## config.mk

```make
export PLATFORM = sky130hd
export DESIGN_NAME = eyeriss_pe_multich
export DESIGN_NICKNAME = d
export VERILOG_FILES = /design/src/rtl/eyeriss_pe_pkg.sv /design/src/rtl/eyeriss_pe_multich_mac.sv /design/src/rtl/eyeriss_pe_multich.sv
export SDC_FILE = /design/constraint.sdc
export NUM_CORES = 2
export LEC_CHECK = 0
export BUFFER_PORTS_ARGS = -buffer_cell sky130_fd_sc_hd__buf_4
export CELL_PAD_IN_SITES_DETAIL_PLACEMENT = 0
export CELL_PAD_IN_SITES_GLOBAL_PLACEMENT = 1
export CORE_UTILIZATION = 55
export CTS_CLUSTER_DIAMETER = 30
export DETAILED_ROUTE_END_ITERATION = 10
export MAX_ROUTING_LAYER = met4
export PLACE_DENSITY = 0.81
export RECOVER_POWER = 100
export SKIP_LAST_GASP = 1
export SYNTH_ARGS = -nofsm -noshare
export SYNTH_HDL_FRONTEND = slang
export SYNTH_SLANG_ARGS = --single-unit
```

## constraint.sdc

```tcl
create_clock -name CLK -period 18.59 [get_ports CLK]
set_input_delay 1.859 -clock CLK [delete_from_list [all_inputs] [get_ports CLK]]
set_output_delay 1.859 -clock CLK [all_outputs]
set_load 0.02 [all_outputs]
```

## src/rtl/eyeriss_pe_pkg.sv

```systemverilog
// Shared definitions for the multi-channel Eyeriss-style processing element:
// controller states and default sizing constants.
package eyeriss_pe_pkg;

    typedef enum logic [2:0] {
        IDLE,
        LOAD,
        MAC,
        PSUM,
        EMIT
    } pe_state_e;

    localparam int DEF_DATA_W  = 16;
    localparam int DEF_MAX_FIL = 16;
    localparam int DEF_MAX_MAP = 16;
    localparam int DEF_MAX_CH  = 4;
    localparam int DEF_ID_W    = 8;

endpackage

```

## src/rtl/eyeriss_pe_multich_mac.sv

```systemverilog
// Datapath of the PE: signed multiply-accumulate, arithmetic right shift after
// the last tap, optional psum add, and saturation of the next accumulator value.
module eyeriss_mac_unit
    import eyeriss_pe_pkg::*;
#(
    parameter int DATA_W  = DEF_DATA_W,
    parameter int ACC_W   = 2 * DEF_DATA_W + 6,
    parameter int SHIFT_W = $clog2(2 * DEF_DATA_W)
) (
    input  logic               CLK,
    input  logic               clr,
    input  logic               clear,
    input  logic               mac_en,
    input  logic               mac_last,
    input  logic               add_en,
    input  logic [DATA_W-1:0]  fil_val,
    input  logic [DATA_W-1:0]  map_val,
    input  logic [DATA_W-1:0]  add_val,
    input  logic [SHIFT_W-1:0] shift,
    output logic [DATA_W-1:0]  result
);

    localparam logic signed [ACC_W-1:0] SAT_MAX = ACC_W'({1'b0, {(DATA_W-1){1'b1}}});
    localparam logic signed [ACC_W-1:0] SAT_MIN = ~SAT_MAX;

    logic signed [2*DATA_W-1:0] prod;
    logic signed [ACC_W-1:0]    prod_ext;
    logic signed [ACC_W-1:0]    add_ext;
    logic signed [ACC_W-1:0]    sum;
    logic signed [ACC_W-1:0]    acc_q;
    logic signed [ACC_W-1:0]    acc_d;

    assign prod     = $signed(fil_val) * $signed(map_val);
    assign prod_ext = {{(ACC_W-2*DATA_W){prod[2*DATA_W-1]}}, prod};
    assign add_ext  = {{(ACC_W-DATA_W){add_val[DATA_W-1]}}, add_val};
    assign sum      = acc_q + prod_ext;

    // The shift is folded into the final accumulation so the result is ready
    // on the same edge the controller leaves the MAC phase.
    always_comb begin
        acc_d = acc_q;
        if (clear) begin
            acc_d = '0;
        end else if (mac_en) begin
            acc_d = mac_last ? (sum >>> shift) : sum;
        end else if (add_en) begin
            acc_d = acc_q + add_ext;
        end
    end

    always_comb begin
        if (acc_d > SAT_MAX) begin
            result = {1'b0, {(DATA_W-1){1'b1}}};
        end else if (acc_d < SAT_MIN) begin
            result = {1'b1, {(DATA_W-1){1'b0}}};
        end else begin
            result = acc_d[DATA_W-1:0];
        end
    end

    always_ff @(posedge CLK) begin
        if (clr) begin
            acc_q <= '0;
        end else begin
            acc_q <= acc_d;
        end
    end

endmodule

```

## src/rtl/eyeriss_pe_multich.sv

```systemverilog
// Multi-channel 1-D convolution PE: id-filtered filter/map scratchpad load,
// channel-major MAC sweep per output position, optional psum add, handshaked emit.
module eyeriss_pe_multich
    import eyeriss_pe_pkg::*;
#(
    parameter int DATA_W  = DEF_DATA_W,
    parameter int MAX_FIL = DEF_MAX_FIL,
    parameter int MAX_MAP = DEF_MAX_MAP,
    parameter int MAX_CH  = DEF_MAX_CH,
    parameter int ID_W    = DEF_ID_W
) (
    input  logic                          CLK,
    input  logic                          clr,
    input  logic                          cfg_valid,
    input  logic [$clog2(MAX_FIL):0]      cfg_fil_len,
    input  logic [$clog2(MAX_MAP):0]      cfg_map_len,
    input  logic [$clog2(MAX_CH):0]       cfg_ch,
    input  logic [ID_W-1:0]               cfg_id,
    input  logic                          cfg_psum_en,
    input  logic [$clog2(2*DATA_W)-1:0]   cfg_shift,
    input  logic [ID_W-1:0]               id_in,
    input  logic [DATA_W-1:0]             fil_data,
    input  logic                          fil_valid,
    output logic                          fil_ready,
    input  logic [DATA_W-1:0]             map_data,
    input  logic                          map_valid,
    output logic                          map_ready,
    input  logic [DATA_W-1:0]             psum_in_data,
    input  logic                          psum_in_valid,
    output logic                          psum_in_ready,
    output logic [DATA_W-1:0]             psum_out_data,
    output logic                          psum_out_valid,
    input  logic                          psum_out_ready,
    output logic                          busy,
    output logic                          cfg_err
);

    localparam int FIL_LEN_W = $clog2(MAX_FIL) + 1;
    localparam int MAP_LEN_W = $clog2(MAX_MAP) + 1;
    localparam int CH_W      = $clog2(MAX_CH) + 1;
    localparam int SHIFT_W   = $clog2(2 * DATA_W);
    localparam int FIL_DEPTH = MAX_FIL * MAX_CH;
    localparam int MAP_DEPTH = MAX_MAP * MAX_CH;
    localparam int FA_W      = $clog2(FIL_DEPTH);
    localparam int MA_W      = $clog2(MAP_DEPTH);
    localparam int FC_W      = FA_W + 1;
    localparam int MC_W      = MA_W + 1;
    localparam int ACC_W     = 2 * DATA_W + $clog2(MAX_FIL * MAX_CH);

    pe_state_e             state_q, state_d;
    logic [FIL_LEN_W-1:0]  fil_len_q, fil_len_d, k_q, k_d;
    logic [MAP_LEN_W-1:0]  map_len_q, map_len_d, o_q, o_d;
    logic [CH_W-1:0]       ch_q, ch_d, c_q, c_d;
    logic [ID_W-1:0]       id_q, id_d;
    logic                  psum_en_q, psum_en_d;
    logic [SHIFT_W-1:0]    shift_q, shift_d;
    logic [FC_W-1:0]       fil_cnt_q, fil_cnt_d;
    logic [MC_W-1:0]       map_cnt_q, map_cnt_d;
    logic                  fil_ready_q, fil_ready_d, map_ready_q, map_ready_d;
    logic                  psum_in_ready_q, psum_in_ready_d;
    logic                  psum_out_valid_q, psum_out_valid_d;
    logic                  cfg_err_q, cfg_err_d;
    logic [DATA_W-1:0]     out_data_q, out_data_d;

    logic [DATA_W-1:0]     fil_mem [FIL_DEPTH];
    logic [DATA_W-1:0]     map_mem [MAP_DEPTH];
    logic [FA_W-1:0]       fil_addr;
    logic [MA_W-1:0]       map_addr;
    logic                  fil_fire, map_fire, cfg_bad;
    logic                  mac_en, mac_last, acc_clear, acc_add;
    logic [DATA_W-1:0]     mac_result;

    assign cfg_bad = (cfg_fil_len == '0) || (cfg_fil_len > FIL_LEN_W'(MAX_FIL)) ||
                     (cfg_map_len == '0) || (cfg_map_len > MAP_LEN_W'(MAX_MAP)) ||
                     (cfg_ch == '0) || (cfg_ch > CH_W'(MAX_CH)) ||
                     (cfg_fil_len > cfg_map_len);

    assign fil_fire = fil_valid && fil_ready_q && (id_in == id_q);
    assign map_fire = map_valid && map_ready_q && (id_in == id_q);
    assign fil_addr = FA_W'(c_q) * FA_W'(fil_len_q) + FA_W'(k_q);
    assign map_addr = MA_W'(c_q) * MA_W'(map_len_q) + MA_W'(o_q) + MA_W'(k_q);

    always_comb begin
        state_d    = state_q;
        fil_len_d  = fil_len_q;
        map_len_d  = map_len_q;
        ch_d       = ch_q;
        id_d       = id_q;
        psum_en_d  = psum_en_q;
        shift_d    = shift_q;
        fil_cnt_d  = fil_cnt_q;
        map_cnt_d  = map_cnt_q;
        k_d        = k_q;
        c_d        = c_q;
        o_d        = o_q;
        out_data_d = out_data_q;
        cfg_err_d  = 1'b0;
        mac_en     = 1'b0;
        mac_last   = 1'b0;
        acc_clear  = 1'b0;
        acc_add    = 1'b0;
        case (state_q)
            IDLE: begin
                if (cfg_valid && cfg_bad) begin
                    cfg_err_d = 1'b1;
                end else if (cfg_valid) begin
                    state_d   = LOAD;
                    fil_len_d = cfg_fil_len;
                    map_len_d = cfg_map_len;
                    ch_d      = cfg_ch;
                    id_d      = cfg_id;
                    psum_en_d = cfg_psum_en;
                    shift_d   = cfg_shift;
                    fil_cnt_d = '0;
                    map_cnt_d = '0;
                    k_d       = '0;
                    c_d       = '0;
                    o_d       = '0;
                end
            end
            LOAD: begin
                if (fil_fire) fil_cnt_d = fil_cnt_q + 1'b1;
                if (map_fire) map_cnt_d = map_cnt_q + 1'b1;
                if ((fil_cnt_q == FC_W'(fil_len_q) * FC_W'(ch_q)) &&
                    (map_cnt_q == MC_W'(map_len_q) * MC_W'(ch_q))) begin
                    state_d = MAC;
                end
            end
            MAC: begin
                mac_en = 1'b1;
                // Taps sweep innermost; the channel advances when a tap row wraps.
                if (k_q == fil_len_q - 1'b1) begin
                    k_d = '0;
                    if (c_q == ch_q - 1'b1) begin
                        c_d        = '0;
                        mac_last   = 1'b1;
                        state_d    = psum_en_q ? PSUM : EMIT;
                        out_data_d = mac_result;
                    end else begin
                        c_d = c_q + 1'b1;
                    end
                end else begin
                    k_d = k_q + 1'b1;
                end
            end
            PSUM: begin
                if (psum_in_valid && psum_in_ready_q) begin
                    acc_add    = 1'b1;
                    state_d    = EMIT;
                    out_data_d = mac_result;
                end
            end
            EMIT: begin
                if (psum_out_ready && psum_out_valid_q) begin
                    acc_clear = 1'b1;
                    if (o_q == map_len_q - fil_len_q) begin
                        o_d     = '0;
                        state_d = IDLE;
                    end else begin
                        o_d     = o_q + 1'b1;
                        state_d = MAC;
                    end
                end
            end
            default: state_d = IDLE;
        endcase
        fil_ready_d      = (state_d == LOAD) && (fil_cnt_d < FC_W'(fil_len_d) * FC_W'(ch_d));
        map_ready_d      = (state_d == LOAD) && (map_cnt_d < MC_W'(map_len_d) * MC_W'(ch_d));
        psum_in_ready_d  = (state_d == PSUM);
        psum_out_valid_d = (state_d == EMIT);
    end

    always_ff @(posedge CLK) begin
        if (clr) begin
            state_q          <= IDLE;
            fil_len_q        <= '0;
            map_len_q        <= '0;
            ch_q             <= '0;
            id_q             <= '0;
            psum_en_q        <= 1'b0;
            shift_q          <= '0;
            fil_cnt_q        <= '0;
            map_cnt_q        <= '0;
            k_q              <= '0;
            c_q              <= '0;
            o_q              <= '0;
            out_data_q       <= '0;
            cfg_err_q        <= 1'b0;
            fil_ready_q      <= 1'b0;
            map_ready_q      <= 1'b0;
            psum_in_ready_q  <= 1'b0;
            psum_out_valid_q <= 1'b0;
        end else begin
            state_q          <= state_d;
            fil_len_q        <= fil_len_d;
            map_len_q        <= map_len_d;
            ch_q             <= ch_d;
            id_q             <= id_d;
            psum_en_q        <= psum_en_d;
            shift_q          <= shift_d;
            fil_cnt_q        <= fil_cnt_d;
            map_cnt_q        <= map_cnt_d;
            k_q              <= k_d;
            c_q              <= c_d;
            o_q              <= o_d;
            out_data_q       <= out_data_d;
            cfg_err_q        <= cfg_err_d;
            fil_ready_q      <= fil_ready_d;
            map_ready_q      <= map_ready_d;
            psum_in_ready_q  <= psum_in_ready_d;
            psum_out_valid_q <= psum_out_valid_d;
        end
    end

    // Scratchpads arrive channel-major, so the running count is the address.
    always_ff @(posedge CLK) begin
        if (!clr && fil_fire) fil_mem[fil_cnt_q[FA_W-1:0]] <= fil_data;
        if (!clr && map_fire) map_mem[map_cnt_q[MA_W-1:0]] <= map_data;
    end

    eyeriss_mac_unit #(
        .DATA_W  (DATA_W),
        .ACC_W   (ACC_W),
        .SHIFT_W (SHIFT_W)
    ) u_mac (
        .CLK      (CLK),
        .clr      (clr),
        .clear    (acc_clear),
        .mac_en   (mac_en),
        .mac_last (mac_last),
        .add_en   (acc_add),
        .fil_val  (fil_mem[fil_addr]),
        .map_val  (map_mem[map_addr]),
        .add_val  (psum_in_data),
        .shift    (shift_q),
        .result   (mac_result)
    );

    assign fil_ready      = fil_ready_q;
    assign map_ready      = map_ready_q;
    assign psum_in_ready  = psum_in_ready_q;
    assign psum_out_valid = psum_out_valid_q;
    assign psum_out_data  = out_data_q;
    assign cfg_err        = cfg_err_q;
    assign busy           = (state_q != IDLE);

endmodule

```

Word level (Yosys, flattened, before mapping)

Memories as Yosys holds them, arrays and structs flattened.
Index checks and enable logic that the tools add are counted.
W data, S select, Z words.

Flip-flop bits (word level): 116
Memory bits (writable): 2048
Output and inout bits: 22
Memories: 2

Memory list:

| memory  | depth | width | read ports | clocked after memory_dff | write ports | line                     | source |
|---|---|---|---|---|---|---|---|
| fil_mem | 64    | 16    | 1          | 0                        | 1           | eyeriss_pe_multich.sv:65 | `logic [DATA_W-1:0] fil_mem [FIL_DEPTH];` |
| map_mem | 64    | 16    | 1          | 0                        | 1           | eyeriss_pe_multich.sv:66 | `logic [DATA_W-1:0] map_mem [MAP_DEPTH];` |

Add/sub/neg operators: 13
$mul: 7
Magnitude comparators: 8
Equal/unequal tests: 19
Shift-type cells: 1
Multiplexer cells: 62
Bitwise logic cells: 2
Reductions and logical operators: 33

Operator list:

| operator               | count |
|---|---|
| $mux W38               | 4 |
| $mux W16               | 5 |
| $mux W5                | 11 |
| $mux W3                | 15 |
| $mux W7                | 6 |
| $add A38 B16 Y38       | 1 |
| $add A38 B32 Y38       | 1 |
| $gt A38 B16 Y1 const B | 1 |
| $lt A38 B16 Y1 const B | 1 |
| $sshr A38 B5 Y38       | 1 |
| $mul A16 B16 Y32       | 1 |
| $pmux W16 S2           | 1 |
| $mul A5 B3 Y7          | 4 |
| $pmux W7 S2            | 2 |
| $pmux W5 S2            | 2 |
| $add A6 B5 Y6          | 3 |
| $pmux W3 S5            | 1 |
| $add A7 B1 Y7 const B  | 2 |
| $eq A7 B7 Y1           | 2 |
| $lt A7 B7 Y1           | 2 |
| $mux W1                | 13 |
| $logic_and A1 B1 Y1    | 12 |
| $mul A3 B5 Y6          | 2 |
| $ne A2 B2 Y1 const B   | 6 |
| 26 further kinds       | 46 |

Longest topological paths before layout

An unclocked memory read counts as a cell.

Depth in word-level cells: 16
Depth in mapped cells: 48

Hierarchy

Synthesis repeated with hierarchy kept, for this count alone.

Cell total of the unflattened synthesis: 6506
Area, all modules: 105648.8 µm²

Modules (own cells, without submodules):

| module             | times used | cells each | area an instance (µm²) | sequential area each (µm²) |
|---|---|---|---|---|
| eyeriss_pe_multich | 1          | 4025       | 85390.6                | 63060.5 |
| eyeriss_mac_unit   | 1          | 2481       | 20258.2                | 760.7 |

Worst setup path before layout

Ideal clock, no wire load.

Path type: flip-flop to flip-flop
Start: register c_q[0]
End: register out_data_q[10] (netlist: psum_out_data[10])
Library setup time: 0.092 ns
Arrival: 12.900 ns
Data required time: 18.498 ns
Slack: 5.597 ns
Cell stages (with the launch flop): 45
Clock period less this slack: 12.993 ns
Cell sequence: dfxtp_1 > clkbuf_1 > nand2_1 > fa_1 > inv_1 > fa_1 > fa_1 > inv_1 > fa_1 > xor2_1 > buf_2 > buf_1 > buf_1 > mux4_2 > mux2i_1 > nand2_1 > o21ai_1 > or2_2 > (+9 left out) > ha_1 > clkbuf_1 > nand4_1 > nor2_1 > a2111oi_2 > nand2_1 > o41ai_1 > xnor2_1 > nor2_1 > or4_1 > nand3b_1 > o311ai_0 > or4_1 > nor3_1 > a31oi_1 > and2_2 > buf_6 > o32ai_1

Word-level cells in the longest chain between the ends: 16
Elaborated cells on any way between the ends: 27

Ends and longest elaborated chain:

| what                       | line                         | source |
|---|---|---|
| start: declaration         | eyeriss_pe_multich.sv:53     | `logic [CH_W-1:0] ch_q, ch_d, c_q, c_d;` |
| start signal: assignment   | eyeriss_pe_multich.sv:185    | `c_q <= '0;` |
| start signal: assignment   | eyeriss_pe_multich.sv:204    | `c_q <= c_d;` |
| $mul A3 B5 Y6              | eyeriss_pe_multich.sv:81     | `assign map_addr = MA_W'(c_q) * MA_W'(map_len_q) + MA_W'(o_q) + MA_W'(k_q);` |
| $add A6 B5 Y6 (2 in a row) | eyeriss_pe_multich.sv:81     |  |
| $mem_v2 Z64 W16            | -                            |  |
| $mul A16 B16 Y32           | eyeriss_pe_multich_mac.sv:33 | `assign prod = $signed(fil_val) * $signed(map_val);` |
| $add A38 B32 Y38           | eyeriss_pe_multich_mac.sv:36 | `assign sum = acc_q + prod_ext;` |
| $sshr A38 B5 Y38           | eyeriss_pe_multich_mac.sv:45 | `acc_d = mac_last ? (sum >>> shift) : sum;` |
| $mux W38                   | eyeriss_pe_multich_mac.sv:45 |  |
| $mux W38                   | eyeriss_pe_multich_mac.sv:44 | `end else if (mac_en) begin` |
| $mux W38                   | eyeriss_pe_multich_mac.sv:42 | `if (clear) begin` |
| $lt A38 B16 Y1             | eyeriss_pe_multich_mac.sv:54 | `end else if (acc_d < SAT_MIN) begin` |
| $mux W16                   | eyeriss_pe_multich_mac.sv:54 |  |
| $mux W16                   | eyeriss_pe_multich_mac.sv:52 | `if (acc_d > SAT_MAX) begin` |
| $mux W16                   | eyeriss_pe_multich.sv:134    | `if (c_q == ch_q - 1'b1) begin` |
| $mux W16                   | eyeriss_pe_multich.sv:132    | `if (k_q == fil_len_q - 1'b1) begin` |
| $pmux W16 S2               | eyeriss_pe_multich.sv:102    | `case (state_q)` |
| end signal: assignment     | eyeriss_pe_multich.sv:206    | `out_data_q <= out_data_d;` |
| end: declaration           | eyeriss_pe_multich.sv:63     | `logic [DATA_W-1:0] out_data_q, out_data_d;` |

Several ways; a longest one is shown, not always the timed one. The select of a mux whose other input is x is not followed.
A chain may end at the register's enable or synchronous reset.

Worst setup path in the final report

Start: register c_q[0]
End: register out_data_q[3] (netlist: psum_out_data[3])

Same word-level chain as after synthesis.

==> results.sh <==
export IMPL_cp_start_kind="flop"
export IMPL_finalMaxSlewViolations=2931
export IMPL_slew_headroom_pct=-121
export IMPL_violations="capacitance limit, slew limit"
export IMPL_finalCritPeriodShare_pct=89.0
export IMPL_grt_antenna_before_repair=7
export IMPL_finalWirelength_um=290000
export IMPL_cp_data_arrival_time_ns=17.32
export IMPL_required_ns=19.37
export IMPL_async_flop_share_pct=0
export IMPL_cpMaxStageDelayCell="o21ai_0"
export IMPL_synth_xor_area_share_pct=1.20
export IMPL_fillers=12600
export IMPL_h_tree_depth=5
export IMPL_setup_ws_ns=2.05
export IMPL_vias=61000
export IMPL_synth_compound_area_share_pct=4.68
export IMPL_ant_nets=0
export IMPL_synth_common_cells="edfxtp_1, mux4_2, nor2_1"
export IMPL_synthMuxAreaShare_pct=15.0
export IMPL_die_w_um=437
export IMPL_p_total_mw=15.5
export IMPL_cts_tree="yes"
export IMPL_yosysSeqAreaShare_pct=61.5
export IMPL_grt_pass1_wl_um=425000
export IMPL_crit_top_cell="fa_1"
export IMPL_critPathMaxFanout=25
export IMPL_yosys_area_share_simple_pct=5.49
export IMPL_setup_tns_ns=0
export IMPL_holdBufCountCts=0
export IMPL_regToRegSetupSlack_ns=2.05
export IMPL_drive_above_1_share_pct=21.6
export IMPL_post_cts_buffers=0
export IMPL_synth_ff_type="edfxtp_1"
export IMPL_final_nets=7370
export IMPL_wl_met3_um=26500
export IMPL_ioPinCount=112
export IMPL_grt_overflow=0
export IMPL_first_pass_iters=8
export IMPL_grt_pass1_vias=63700
export IMPL_synth_cell_types=91
export IMPL_clock_sinks=2164
export IMPL_p_leak_nw=40.8
export IMPL_die_area_mm2=0.191
export IMPL_synth_edf_count=2048
export IMPL_end_kind="flop"
export IMPL_ir_drop_v=0.000307
export IMPL_path_buf_inv=6
export IMPL_grtUsageTotal_pct=31.6
export IMPL_row_count=159
export IMPL_netlist_instances=6355
export IMPL_highest_layer="met4"
export IMPL_criticalPathCategory="flop to flop"
export IMPL_outcome="finished with violations"
export IMPL_drc=0
export IMPL_timing_fmax_ghz=0.0605
export IMPL_syn_to_final_growth_pct=15.7
export IMPL_timing_final_crit_period_ns=16.54
export IMPL_core_mm2=0.188
export IMPL_yosysWarnings=0
export IMPL_powerDensity_mw_per_mm2=129
export IMPL_finalSetupViolations=0
export IMPL_drv_cap=79
export IMPL_synth_top_area_share_pct=59.2
export IMPL_synth_most_common_cell="edfxtp_1"
export IMPL_yosys_area_share_adder_pct=9.49
export IMPL_ys_ff_latch=2164
export IMPL_hpwl_um=167000
export IMPL_worstMarginPinSlew_ns=3.32
export IMPL_hold_path_class="flop to flop"
export IMPL_drt_vias_per_instance=6.41
export IMPL_cp_top_family="adder cells"
export IMPL_clockBufferDepth=4
export IMPL_grt_max_degree=150
export IMPL_die_y_um=437
export IMPL_syn_nets=7018
export IMPL_fin_util_pct=64.0
export IMPL_final_setup_skew_ns=0.128
export IMPL_path_clk_slew_ns=0.04
export IMPL_initial_core_util_pct=55.4
export IMPL_synth_top_family_by_area="multiplexers"
export IMPL_cts_buffers=386
export IMPL_syn_area_mm2=0.104
export IMPL_max_stage_delay_ns=1.30
export IMPL_portBuffers=111
export IMPL_cts_resized=0
export IMPL_pre_cts_ws_ns=3.61
export IMPL_synth_area_leaders="edfxtp_1, mux4_2, fa_1"
export IMPL_finalHoldViolations=0
export IMPL_drtIter0Drc=7112
export IMPL_wl_met2_um=145000
export IMPL_wl_met1_um=106000
export IMPL_wire_per_inst_um=30.5
export IMPL_insertion_delay_ns=0.99
export IMPL_rsz0062_at_grt="false"
export IMPL_clock_root_buffer="clkbuf_16"
export IMPL_gp_congestion=0.965
export IMPL_yosys_area_top_type="edfxtp_1"
export IMPL_synth_area_per_cell_um2=16.3
worst min-delay path, cell delays in order (launching register included):
cell and delay (ns):
dfxtp_1 0.31, nand2_1 0.05, a21oi_1 0.05
metrics by stage:
stage,std cells,hold slack [ns],instance area [µm²]
after floorplan,6355,0.449,104000
after global placement,8814,0.457,108000
after detailed placement,8814,0.463,108000
after CTS,9505,0.469,121000
after global routing,9511,0.493,120000
final,9514,0.467,120000
report_power, final:
group / leakage [nW] / internal (mW) / switching, mW
Clock: 6.02 / 4.36 / 2.48
Sequential: 19.3 / 5.35 / 0.00806
Combinational: 15.4 / 1.16 / 2.12
cell type report:
cell class	count	area [µm²]	area share, %
Antenna cell	9	22.5	0.0187
Clock buffer	443	10100	8.37
Clock inverter	248	2510	2.09
Inverter	408	1530	1.27
Multi-Input combinational cell	3455	37400	31.1
Sequential cell	2164	63800	53.1
Tap cell	2495	3120	2.60
Timing Repair Buffer	292	1670	1.39
cell families (layout without fill, tap and decap cells):
kind of cell / Yosys count / in the layout
muxes: 738 / 738
buffers and inverters: 736 / 1391
AOI/OAI and AO/OA: 748 / 748
adders and majority gates: 573 / 573
xor gates and xnor gates: 137 / 137
DFF: 2164 / 2164
and+or+nand+nor: 1259 / 1259
other: 0 / 9
flip-flops by register name, summed over array words and instances, names as in the netlist, 3 cells and up:
register	flops
fil_mem	1024
map_mem	1024
u_mac.acc_q	38
psum_out_data	16
id_q	8
fil_cnt_q	7
map_cnt_q	7
fil_len_q	5
k_q	5
map_len_q	5
o_q	5
shift_q	5
c_q	3
ch_q	3
state_q	3
placed cells by master (no fill, tap or decap), types with 43 or more instances in the layout:
cell type | synthesis | routed
clkinv_1 | 5 | 46
clkinvlp_4 | 0 | 47
o21ai_0 | 139 | 134
nand3_1 | 76 | 76
buf_4 | 1 | 127
xnor2_1 | 90 | 87
nand2_1 | 398 | 398
mux2i_1 | 52 | 52
a21o_1 | 52 | 52
nor3_1 | 52 | 52
nor2b_1 | 52 | 52
fa_1 | 358 | 356
inv_6 | 0 | 45
nor2_1 | 451 | 426
mux4_2 | 649 | 649
xor2_1 | 44 | 43
clkbuf_16 | 0 | 392
edfxtp_1 | 2048 | 2048
inv_1 | 402 | 402
dfxtp_1 | 116 | 116
clkbuf_1 | 234 | 204
ha_1 | 215 | 211
a211oi_1 | 55 | 56
a21oi_1 | 223 | 223
clkinv_2 | 0 | 44
metal layers:
metal,up-vias,global-route usage (%)
met2,3580,50.6
met1,31400,40.2
met4,0,13.5
li1,25300,-
met5,-,-
met3,653,5.40
path summary, 6_finish.rpt:
kind | start | end | cells after the start
worst min register to register | id_q[1]$_SDFFE_PP0P_ | id_q[1]$_SDFFE_PP0P_ | 2
worst max-delay path | c_q[0]$_SDFFE_PP0P_ | psum_out_data[3]$_SDFFE_PP0P_ | 38
worst min-delay path | id_q[1]$_SDFFE_PP0P_ | id_q[1]$_SDFFE_PP0P_ | 2
worst max register to register | c_q[0]$_SDFFE_PP0P_ | psum_out_data[3]$_SDFFE_PP0P_ | 38
Note: power is estimated with default switching activity, not from simulation.
